### config.mk
export PLATFORM = sky130hd
export DESIGN_NAME = switchbank_poll_sched_flat
export DESIGN_NICKNAME = d
export VERILOG_FILES = /design/src/rtl/switchbank_poll_sched_if.sv /design/src/rtl/switchbank_poll_sched.sv /design/src/flat_wrapper.sv
export SDC_FILE = /design/constraint.sdc
export NUM_CORES = 1
export LEC_CHECK = 0
export ABC_AREA = 1
export CAP_MARGIN = 15
export CORE_AREA = 8 8 108 110
export CTS_CLUSTER_SIZE = 20
export DETAILED_ROUTE_END_ITERATION = 16
export DIE_AREA = 0 0 116 118
export GPL_ROUTABILITY_DRIVEN = 0
export GPL_TIMING_DRIVEN = 0
export PLACE_DENSITY = 0.76
export SLEW_MARGIN = 10
export SYNTH_ARGS = -nofsm -noshare
export SYNTH_HDL_FRONTEND = slang
export SYNTH_SLANG_ARGS = --single-unit
### constraint.sdc
create_clock -name clk -period 3 [get_ports clk]
set_input_delay 0.75 -clock clk [delete_from_list [all_inputs] [get_ports clk]]
set_output_delay 0.75 -clock clk [all_outputs]
set_load 0.01 [all_outputs]
### src/rtl/switchbank_poll_sched_if.sv
// Bus bundle for the switchbank polling scheduler: device read/ack lines and CPU drain port.
// master = scheduler side, slave = devices/CPU side.
interface switchbank_poll_sched_if #(
    parameter int NDEV  = 4,
    parameter int DEPTH = 4,
    parameter int W     = 16
);
    localparam int DW = $clog2(NDEV);
    localparam int LW = $clog2(DEPTH) + 1;

    logic [NDEV*W-1:0] dev_rdata;
    logic              dev_a0;
    logic [NDEV-1:0]   dev_ack;
    logic              out_valid;
    logic [W-1:0]      out_data;
    logic [DW-1:0]     out_dev;
    logic              out_ready;
    logic [LW-1:0]     fifo_level;

    modport master (
        input  dev_rdata, out_ready,
        output dev_a0, dev_ack, out_valid, out_data, out_dev, fifo_level
    );

    modport slave (
        output dev_rdata, out_ready,
        input  dev_a0, dev_ack, out_valid, out_data, out_dev, fifo_level
    );
endinterface

### src/rtl/switchbank_poll_sched.sv
// Round-robin status poller for NDEV switchbank peripherals; ready data is acked and
// queued with its device index in a show-ahead FIFO drained by the CPU.
module switchbank_poll_sched #(
    parameter int NDEV  = 4,
    parameter int DEPTH = 4,
    parameter int W     = 16
) (
    input  logic                    clk,
    input  logic                    rst_n,
    input  logic                    poll_en,
    switchbank_poll_sched_if.master bus
);
    localparam int PW = $clog2(NDEV);
    localparam int AW = $clog2(DEPTH);
    localparam int LW = AW + 1;

    typedef enum logic [1:0] {
        S_IDLE,
        S_STATUS,
        S_DATA
    } state_t;

    typedef struct packed {
        logic [PW-1:0] dev;
        logic [W-1:0]  data;
    } entry_t;

    state_t        state_q, state_d;
    logic [PW-1:0] ptr_q, ptr_d;
    logic [PW-1:0] ptr_inc;
    logic [W-1:0]  cur_word;
    logic          st;
    logic          full;
    logic          push;
    logic          pop;

    entry_t        mem_q [DEPTH];
    logic [AW-1:0] wr_ptr_q, rd_ptr_q;
    logic [LW-1:0] level_q;

    always_comb begin
        cur_word = bus.dev_rdata[int'(ptr_q)*W +: W];
        st       = cur_word[0];
        ptr_inc  = (ptr_q == PW'(NDEV-1)) ? '0 : ptr_q + 1'b1;
        // Fullness uses the registered level; a same-cycle pop does not unblock STATUS.
        full     = (level_q == LW'(DEPTH));
    end

    always_comb begin
        state_d     = state_q;
        ptr_d       = ptr_q;
        bus.dev_a0  = 1'b1;
        bus.dev_ack = '0;
        case (state_q)
            S_IDLE: begin
                if (poll_en) state_d = S_STATUS;
            end
            S_STATUS: begin
                if (!poll_en) begin
                    state_d = S_IDLE;
                end else if (st) begin
                    if (!full) state_d = S_DATA;
                end else begin
                    ptr_d = ptr_inc;
                end
            end
            S_DATA: begin
                bus.dev_a0          = 1'b0;
                bus.dev_ack[ptr_q]  = 1'b1;
                ptr_d               = ptr_inc;
                state_d             = poll_en ? S_STATUS : S_IDLE;
            end
            default: state_d = S_IDLE;
        endcase
    end

    always_ff @(posedge clk or negedge rst_n) begin
        if (!rst_n) begin
            state_q <= S_IDLE;
            ptr_q   <= '0;
        end else begin
            state_q <= state_d;
            ptr_q   <= ptr_d;
        end
    end

    // Space for the DATA push was already guaranteed by the preceding STATUS check.
    assign push = (state_q == S_DATA);
    assign pop  = (level_q != '0) && bus.out_ready;

    always_ff @(posedge clk or negedge rst_n) begin
        if (!rst_n) begin
            for (int unsigned i = 0; i < DEPTH; i++) mem_q[i] <= '0;
            wr_ptr_q <= '0;
            rd_ptr_q <= '0;
            level_q  <= '0;
        end else begin
            if (push) begin
                mem_q[wr_ptr_q] <= '{dev: ptr_q, data: cur_word};
                wr_ptr_q        <= wr_ptr_q + 1'b1;
            end
            if (pop) rd_ptr_q <= rd_ptr_q + 1'b1;
            case ({push, pop})
                2'b10:   level_q <= level_q + 1'b1;
                2'b01:   level_q <= level_q - 1'b1;
                default: level_q <= level_q;
            endcase
        end
    end

    always_comb begin
        bus.out_valid  = (level_q != '0);
        bus.out_data   = mem_q[rd_ptr_q].data;
        bus.out_dev    = mem_q[rd_ptr_q].dev;
        bus.fifo_level = level_q;
    end
endmodule

### src/flat_wrapper.sv
// flat-port wrapper written by rule: the top's interface ports become plain ports
module switchbank_poll_sched_flat 
#(
    parameter int NDEV  = 4,
    parameter int DEPTH = 4,
    parameter int W     = 16
)
  (clk, rst_n, poll_en, bus_dev_rdata, bus_out_ready, bus_dev_a0, bus_dev_ack, bus_out_valid, bus_out_data, bus_out_dev, bus_fifo_level);
  switchbank_poll_sched_if #(.NDEV(NDEV), .DEPTH(DEPTH), .W(W)) bus_i ();
  input  logic clk;
  input  logic rst_n;
  input  logic poll_en;
  input wire logic [$bits(bus_i.dev_rdata)-1:0] bus_dev_rdata;
  input wire logic [$bits(bus_i.out_ready)-1:0] bus_out_ready;
  output wire logic [$bits(bus_i.dev_a0)-1:0] bus_dev_a0;
  output wire logic [$bits(bus_i.dev_ack)-1:0] bus_dev_ack;
  output wire logic [$bits(bus_i.out_valid)-1:0] bus_out_valid;
  output wire logic [$bits(bus_i.out_data)-1:0] bus_out_data;
  output wire logic [$bits(bus_i.out_dev)-1:0] bus_out_dev;
  output wire logic [$bits(bus_i.fifo_level)-1:0] bus_fifo_level;
  assign bus_i.dev_rdata = bus_dev_rdata;
  assign bus_i.out_ready = bus_out_ready;
  assign bus_dev_a0 = bus_i.dev_a0;
  assign bus_dev_ack = bus_i.dev_ack;
  assign bus_out_valid = bus_i.out_valid;
  assign bus_out_data = bus_i.out_data;
  assign bus_out_dev = bus_i.out_dev;
  assign bus_fifo_level = bus_i.fifo_level;
  switchbank_poll_sched #(.NDEV(NDEV), .DEPTH(DEPTH), .W(W)) u_core (.clk(clk), .rst_n(rst_n), .poll_en(poll_en), .bus(bus_i));
endmodule
==> Yosys cells after proc, flatten, opt, wreduce, memory -nomap -nowiden <==
Index checks and enable logic that the tools add are counted.
{ "classes": {"addsub": 5, "n_mul": 0, "div": 0, "order_cmp": 5, "n_eq_ne": 11, "shifts": 1, "muxes": 21, "bitwise_logic": 2, "n_reduce_logical": 9} }
{ "op_table": {"columns": ["cell", "count"], "rows": [
  ["bitwise mux 72 bit", 1],
  ["variable part select 64 x 7 -> 16 bit", 1],
  ["2-to-1 mux 18 bit", 3],
  ["binary-select mux 18 bit (select 2 bit)", 1],
  ["demux 18 bit (select 2 bit)", 1],
  ["2-to-1 mux 2 bit", 7],
  ["adder 2 x 1 -> 2 bit (second input constant)", 3],
  ["equality test 2 bit (second input constant)", 3],
  ["greater-or-equal comparator 3 bit (second input constant)", 2],
  ["inequality test 2 bit (second input constant)", 3],
  ["inverter 2 -> 3 bit", 2],
  ["case mux 2 bit (3 select lines)", 1],
  ["case mux 3 bit (2 select lines)", 1],
  ["AND reduction 3 bit", 2],
  ["equality test 2 x 1 -> 1 bit (second input constant)", 2],
  ["2-to-1 mux 4 bit", 1],
  ["case mux 2 bit (2 select lines)", 1],
  ["nonzero test 2 bit", 2],
  ["adder 3 x 1 -> 3 bit (second input constant)", 1],
  ["equality test 3 bit (second input constant)", 1],
  ["logical AND 1 bit", 3],
  ["< comparator 2 x 3 -> 1 bit (second input constant)", 1],
  ["< comparator 3 x 1 -> 1 bit (second input constant)", 1],
  ["2-to-1 mux 1 bit", 3],
  ["other kinds (7)", 7]
]} }
{ "word_totals": {"ff_bits": 83, "latchBits": 0, "mem_bits_rw": 0, "mem_bits_ro": 0, "out_inout_bits": 27, "wordCells": 67, "n_memories": 0} }

==> Longest topological paths before layout <==
Gate-level depths: netlist (run 1).
{ "logic_depth": {"depth_word": 6, "depth_mapped": 10, "ltp_nobuf": 10} }

==> Worst setup path after synthesis (run 1) <==
OpenSTA, ideal clock, no wires.
{ "synth_timing": {"kind": "input to register", "from": "input port bus_out_ready", "to": "register u_core.level_q[2], in the netlist u_core.bus.fifo_level[2]", "t_arrival_ns": 1.789, "required_ns": 2.869, "slack_ns": 1.080, "cell_stages": 8, "path_buffers": 0, "cell_sequence": "nand2_1 > inv_1 > ha_1 > inv_1 > fa_1 > a21oi_1 > o21ai_0 > xor2_1"} }
{ "synth_between": {"elab_chain_len": 3, "word_cells_on_any_way": 5, "cone_classes": "2 x eq/ne; 1 x mux; 2 x reduce/logical"} }
{ "synth_rtl": {"columns": ["item", "line_no", "text"], "rows": [
  ["from (decl)", "flat_wrapper.sv:14", "input wire logic [$bits(bus_i.out_ready)-1:0] bus_out_ready;"],
  ["logical AND 1 bit *", "switchbank_poll_sched.sv:89", "assign pop = (level_q != '0) && bus.out_ready;"],
  ["named net u_core.pop", "switchbank_poll_sched.sv:35", "logic pop;"],
  ["equality test 2 x 1 -> 1 bit / equality test 2 bit (equally long branches)", "switchbank_poll_sched.sv:103", "case ({push, pop})"],
  ["case mux 3 bit (2 select lines) / nonzero test 2 bit (equally long branches)", null, null],
  ["to (signal assigned)", "switchbank_poll_sched.sv:104", "2'b10: level_q <= level_q + 1'b1;"],
  ["to (signal assigned)", "switchbank_poll_sched.sv:105", "2'b01: level_q <= level_q - 1'b1;"],
  ["to (signal assigned)", "switchbank_poll_sched.sv:106", "default: level_q <= level_q;"],
  ["to (decl)", "switchbank_poll_sched.sv:39", "logic [LW-1:0] level_q;"]
]} }
The timed path passes the listed nets; every way through them passes the cells marked *.
A chain may end at the register's enable or synchronous reset.

==> Final worst setup path (run 1) <==
{ "layout_timing": {"from": "register u_core.rd_ptr_q[0]", "to": "output port bus_out_dev[1]"} }
{ "layout_between": {"elab_chain_len": 4} }
{ "layout_rtl": {"columns": ["item", "line_no", "text"], "rows": [
  ["from (decl)", "switchbank_poll_sched.sv:38", "logic [AW-1:0] wr_ptr_q, rd_ptr_q;"],
  ["from (signal assigned)", "switchbank_poll_sched.sv:102", "if (pop) rd_ptr_q <= rd_ptr_q + 1'b1;"],
  ["inverter 2 -> 3 bit (not written as such)", "switchbank_poll_sched.sv:114", "bus.out_dev = mem_q[rd_ptr_q].dev;"],
  ["binary-select mux 18 bit (select 2 bit)", "switchbank_poll_sched.sv:114", null],
  ["2-to-1 mux 18 bit (2 in series)", null, null],
  ["to (decl)", "flat_wrapper.sv:19", "output wire logic [$bits(bus_i.out_dev)-1:0] bus_out_dev;"]
]} }
Every way passes these cells. The select of a mux whose other input is x is not followed.

==> flow_summary.json, run 1 <==
{
  "status": "completed",
  "route.detailed.drc": 0,
  "cts_root_buf": "clkbuf_8",
  "drv_slew": 0,
  "fill_cells": 933,
  "core_region_area_um2": 10000,
  "std_cell_rows": 37,
  "drt-initial-drc-count": 278,
  "drv_cap": 0,
  "worst_ep_arrival_time_ns": 2.15,
  "cts_tree": "yes",
  "path_clk_slew_ns": 0.08,
  "antenna_found_initial": 0,
  "grt_pass1_wl_um": 20800,
  "final_common_cell": "nand2_1",
  "wl_per_cell_um": 16.1,
  "yosysTopAreaCell": "dfrtp_1",
  "hold_path_class": "in2async",
  "path_max_fanout": 10,
  "fmax_mhz": 345,
  "period_needed_ns": 2.90,
  "synth_nets": 607,
  "dpl.hpwl_um": 9230,
  "cts_buffers": 9,
  "syn_area_um2": 4350,
  "end_kind": "output pin",
  "nNetsFinal": 713,
  "netlist_instances": 529,
  "post_cts_resized": 3,
  "grt_util_met3": 0.0487,
  "clockBufferDepth": 2,
  "slew_headroom": 0.711,
  "track_usage": 0.193,
  "startpoint_type": "register",
  "ios": 95,
  "tightest_slew_ns": 0.434,
  "r2r_slack_ns": 1.01,
  "p_leak_nw": 2.73,
  "gr-usage-met2": 0.302,
  "grt.overflow.total": 0,
  "timing.clock.skew_ns": 0.00689,
  "ys_ff_latch": 83,
  "avgSynthCellArea_um2": 8.22,
  "initial_core_util": 0.435,
  "p_per_area_nw_per_um2": 1040,
  "fin_crit_sh": 0.966,
  "ff_latch_area_um2": 2080,
  "crit_type": "reg2out",
  "dp.cells": 760,
  "synth_top_area_share": 0.478,
  "firstDrtPassIters": 4,
  "ant_nets": 0,
  "final_cell_mix": "161 x nand2_1, 91 x clkdlybuf4s50_1, 83 x dfrtp_1",
  "ctsHtreeMaxLevel": 3,
  "clock_sinks": 83,
  "ys_seq_area_frac": 0.478,
  "cts_hold_buf": 0,
  "clock_latency_ns": 0.36,
  "rsz0062_at_grt": "no",
  "io_buffer_count": 94,
  "fp.dieW_um": 116,
  "multi_input_area_um2": 1920,
  "tns_ns": 0,
  "wl_um": 12500,
  "yosys-top-cells-area": "dfrtp_1 48%, nand2_1 14%, o21ai_1 7.1%",
  "vias_per_cell": 5.23,
  "vias": 4058,
  "grt_pass1_vias": 4189,
  "ir_drop_mv": 0.478,
  "drive_above_1_share": 0.109,
  "num_antenna_cells": 0,
  "ys_warn_count": 0,
  "grt_max_degree": 67,
  "setup_viol": 0,
  "finalHoldViolCount": 0,
  "die_h_um": 118,
  "synth_cell_types": 27,
  "fp.dieArea_um2": 13700,
  "crit_required_ns": 2.25,
  "busiest_layer": "met2",
  "post_cts_buffers": 0,
  "final_cells": 776,
  "areaGrowthSynthToFinish_pct": 31.7,
  "gr-usage-met1": 0.247
}
-- worst max-delay path: stages (launching register included) --
cell and delay, ns:
dfrtp_1 0.39, buf_2 0.19, inv_4 0.12, buf_4 0.20, nor2_1 0.05, o22ai_1 0.23
clkdlybuf4s50_1 0.59
-- synthesized netlist by cell type (all sizes together) --
cell type and n:
clkbuf 3, dfrtp 83, xnor2 1, nor3 1, o22ai 18, nor3b 1
fa 1, inv 18, buf 30, nand3 35, o211ai 1, xor2 3
a21oi 1, nor2 46, ha 9, nand2 167, o21ai 111
-- final timing paths --
path,to,start,cells past startpoint
min in group clk,u_core.mem_q[53],u_core.mem_q[53],2
worst min register to register,u_core.mem_q[53],u_core.mem_q[53],2
worst max-delay path,bus_out_dev[1],u_core.rd_ptr_q[0],6
worst max register to register,u_core.bus.fifo_level[2],u_core.bus.fifo_level[0],10
worst min-delay path,u_core.mem_q[28],rst_n,1
max in group asynchronous,u_core.bus.fifo_level[2],rst_n,2
-- per-stage QoR --
stage                     power [W]   util  area (um2)  hold slack (ns)  worst slack, ns
after floorplan             0.00383      -        4350            0.450             1.08
after global placement      0.00497  0.546        5460            0.459            -1.68
after detailed placement    0.00508  0.549        5490            0.468            0.352
after CTS                   0.00601  0.572        5720            0.244           0.0182
after global routing        0.00645  0.573        5730            0.256         0.000958
final                       0.00598  0.573        5730            0.254            0.103
-- metal layers --
| metal | routed length (um) | vias to the layer above |
|---|---|---|
| li1 | - | 1967 |
| met1 | 5460 | 1910 |
| met2 | 5770 | 165 |
| met3 | 1010 | 16 |
| met4 | 223 | 0 |
| met5 | 0 | - |
-- state kept, by name (all words and copies together), names as in the netlist --
signal / flops
u_core.mem_q: 72
u_core.bus.fifo_level: 3
u_core.state_q: 2
u_core.rd_ptr_q: 2
u_core.wr_ptr_q: 2
u_core.ptr_q: 2
-- report_power, final --
group | switching (W) | internal (W) | total [W] | leakage, nW
registers | 0.000296 | 0.00164 | 0.00194 | 0.921
clock network | 0.000406 | 0.000513 | 0.000920 | 0.113
logic | 0.00179 | 0.00133 | 0.00313 | 1.69
-- cells by family (layout without fill, tap and decap cells) --
| kind of cell | after synthesis | in the layout | share of synthesized area |
|---|---|---|---|
| DFF | 83 | 83 | 0.478 |
| and+or+nand+nor | 250 | 250 | 0.239 |
| adders and majority gates | 10 | 10 | 0.0305 |
| buffers and inverters | 51 | 162 | 0.0800 |
| AOI/OAI and AO/OA | 131 | 131 | 0.165 |
| xor gates and xnor gates | 4 | 4 | 0.00806 |
-- area by class of cell --
cell class / instances / area share
clock buffer: 12 / 0.0271
multi-input combinational: 395 / 0.336
tap: 136 / 0.0297
sequential: 83 / 0.363
inverter: 18 / 0.0131
clock inverter: 4 / 0.0127
timing repair buffer: 95 / 0.170
buffer: 33 / 0.0492
Power figures use the tool's default switching activity.
==> run 2, diff against run 1 <==
ABC_CLOCK_PERIOD_IN_PS = 2600   (was unset)
PLACE_DENSITY = 0.79   (was 0.76)
clock period = 2.6 ns   (was 3 ns; I/O delays follow)
==> flow_summary.json, run 2 (synthesis results as in run 1) <==
{
  "crit_required_ns": 1.95,
  "finalHoldViolCount": 0,
  "pwr-share-clk": 0.150,
  "hold_path_class": "in2async",
  "r2r_end": "u_core.bus.fifo_level[2]",
  "ios": 95,
  "vias_per_cell": 5.27,
  "worst_path_max_delay_cell": "dfrtp_1",
  "cts_tree": "yes",
  "fill_cells": 904,
  "grt_pass1_vias": 4312,
  "comb_power_share": 0.517,
  "cts_root_buf": "clkbuf_8",
  "r2r_slack_ns": 0.63,
  "slew_headroom": 0.666,
  "num_antenna_cells": 0,
  "utilization": 0.570,
  "core_region_area_um2": 10000,
  "nNetsFinal": 713,
  "grt.overflow.total": 0,
  "fp.dieW_um": 116,
  "seqPwrFrac": 0.333,
  "tightest_slew_ns": 0.501,
  "timing.clock.skew_ns": 0.00780,
  "switching_share": 0.432,
  "drive_above_1_share": 0.109,
  "fin_crit_sh": 0.970,
  "worst_ep_arrival_time_ns": 1.87,
  "io_buffer_count": 94,
  "final_common_cell": "nand2_1",
  "period_needed_ns": 2.52,
  "cts_hold_buf": 0,
  "die_h_um": 118,
  "wl_per_cell_um": 16.3,
  "clock_sinks": 83,
  "worstRegToRegCells": 10,
  "ctsHtreeMaxLevel": 3,
  "wl_um": 12700,
  "startpoint_type": "register",
  "whs_ns": 0.206,
  "ant_nets": 0,
  "p_leak_nw": 2.73,
  "vias": 4092,
  "fp.dieArea_um2": 13700,
  "status": "completed",
  "dpl.hpwl_um": 9440,
  "grt_pass1_wl_um": 20800,
  "largest_reg_flops": 72,
  "power.internal_w": 0.00383,
  "switchingPower_w": 0.00292,
  "drt-initial-drc-count": 301,
  "grt_max_degree": 57,
  "largest-register": "u_core.mem_q",
  "end_kind": "output pin",
  "clock_latency_ns": 0.35,
  "std_cell_rows": 37,
  "r2r-start": "u_core.bus.fifo_level[0]",
  "track_usage": 0.192,
  "firstDrtPassIters": 5,
  "final_cell_mix": "161 x nand2_1, 83 x dfrtp_1, 72 x clkdlybuf4s50_1",
  "path_clk_slew_ns": 0.08,
  "initial_core_util": 0.435,
  "cpPeakStageDelay_ns": 0.38,
  "rsz0062_at_grt": "no",
  "cp_cell_sequence": "buf_2 -> inv_4 -> buf_4 -> o21ai_0 -> o22ai_1 -> dlygate4sd2_1",
  "route.detailed.drc": 0,
  "areaGrowthSynthToFinish_pct": 31.1,
  "crit_type": "reg2out",
  "drv_slew": 0,
  "cts_buffers": 9,
  "drv_cap": 0,
  "setup_viol": 0,
  "antenna_found_initial": 0,
  "p_per_area_nw_per_um2": 1180,
  "clockBufferDepth": 2,
  "ir_drop_mv": 0.510,
  "path_max_fanout": 10,
  "fmax_mhz": 396
}
[run 2: area by class of cell]
type	count	area, um2	area share
inverters	18	75.1	0.0132
repair buffers	95	940	0.165
clock inverters	6	88.8	0.0156
well taps	136	170	0.0299
plain buffers	33	298	0.0522
clock buffers	10	128	0.0224
flip-flops and latches	83	2080	0.364
multi-input cells	395	1920	0.338
[run 2: per-layer routing]
metal  track usage  part of all wire
met5             0                 0
met4        0.0933             0.024
met3        0.0400             0.081
met2         0.315              0.49
met1         0.232              0.41
[run 2: repair_timing]
action,in CTS,in global routing
endpoints found under the setup margin,21,2
resized for setup,30,1
pin swaps,0,1
setup buffers,0,0
[run 2: how the worst max path moves through the flow]
stage	start	to	slack (ns)
global route	u_core.rd_ptr_q[0]	bus_out_data[15]	0.01
global placement	rst_n	u_core.bus.fifo_level[2]	-1.92
finish	u_core.rd_ptr_q[0]	bus_out_data[15]	0.08
CTS	u_core.rd_ptr_q[0]	bus_out_dev[0]	0.03
detailed placement	u_core.rd_ptr_q[0]	bus_out_data[15]	0.04
floorplan	u_core.bus.fifo_level[0]	u_core.bus.fifo_level[2]	0.73
[run 2: power by group through the flow]
stage | Clock [W] | Combinational, W | Sequential (W)
after detailed placement | 0 | 0.00362 | 0.00226
after global placement | 0 | 0.00351 | 0.00222
after global routing | 0.00108 | 0.00386 | 0.00232
after CTS | 0.00102 | 0.00350 | 0.00224
after floorplan | 0 | 0.00224 | 0.00218
final | 0.00101 | 0.00349 | 0.00225
[run 2: worst max-delay path, delay by kind of cell (launching register included)]
family	cells	cell delay, ns
flip-flops	1	0.38
buffers and inverters	4	0.84
AO/OA/AOI/OAI	2	0.29
[run 2: stage by stage]
step	power [W]	setup TNS [ns]	cells	setup slack [ns]	cell area (um2)
2_1_floorplan	0.00442	0	529	0.735	4350
3_3_place_gp	0.00573	-159.23	759	-1.92	5460
3_5_place_dp	0.00588	0	760	0.0398	5490
4_1_cts	0.00676	0	776	0.0259	5700
5_1_grt	0.00725	0	776	0.0107	5700
6_report	0.00675	0	776	0.0773	5700
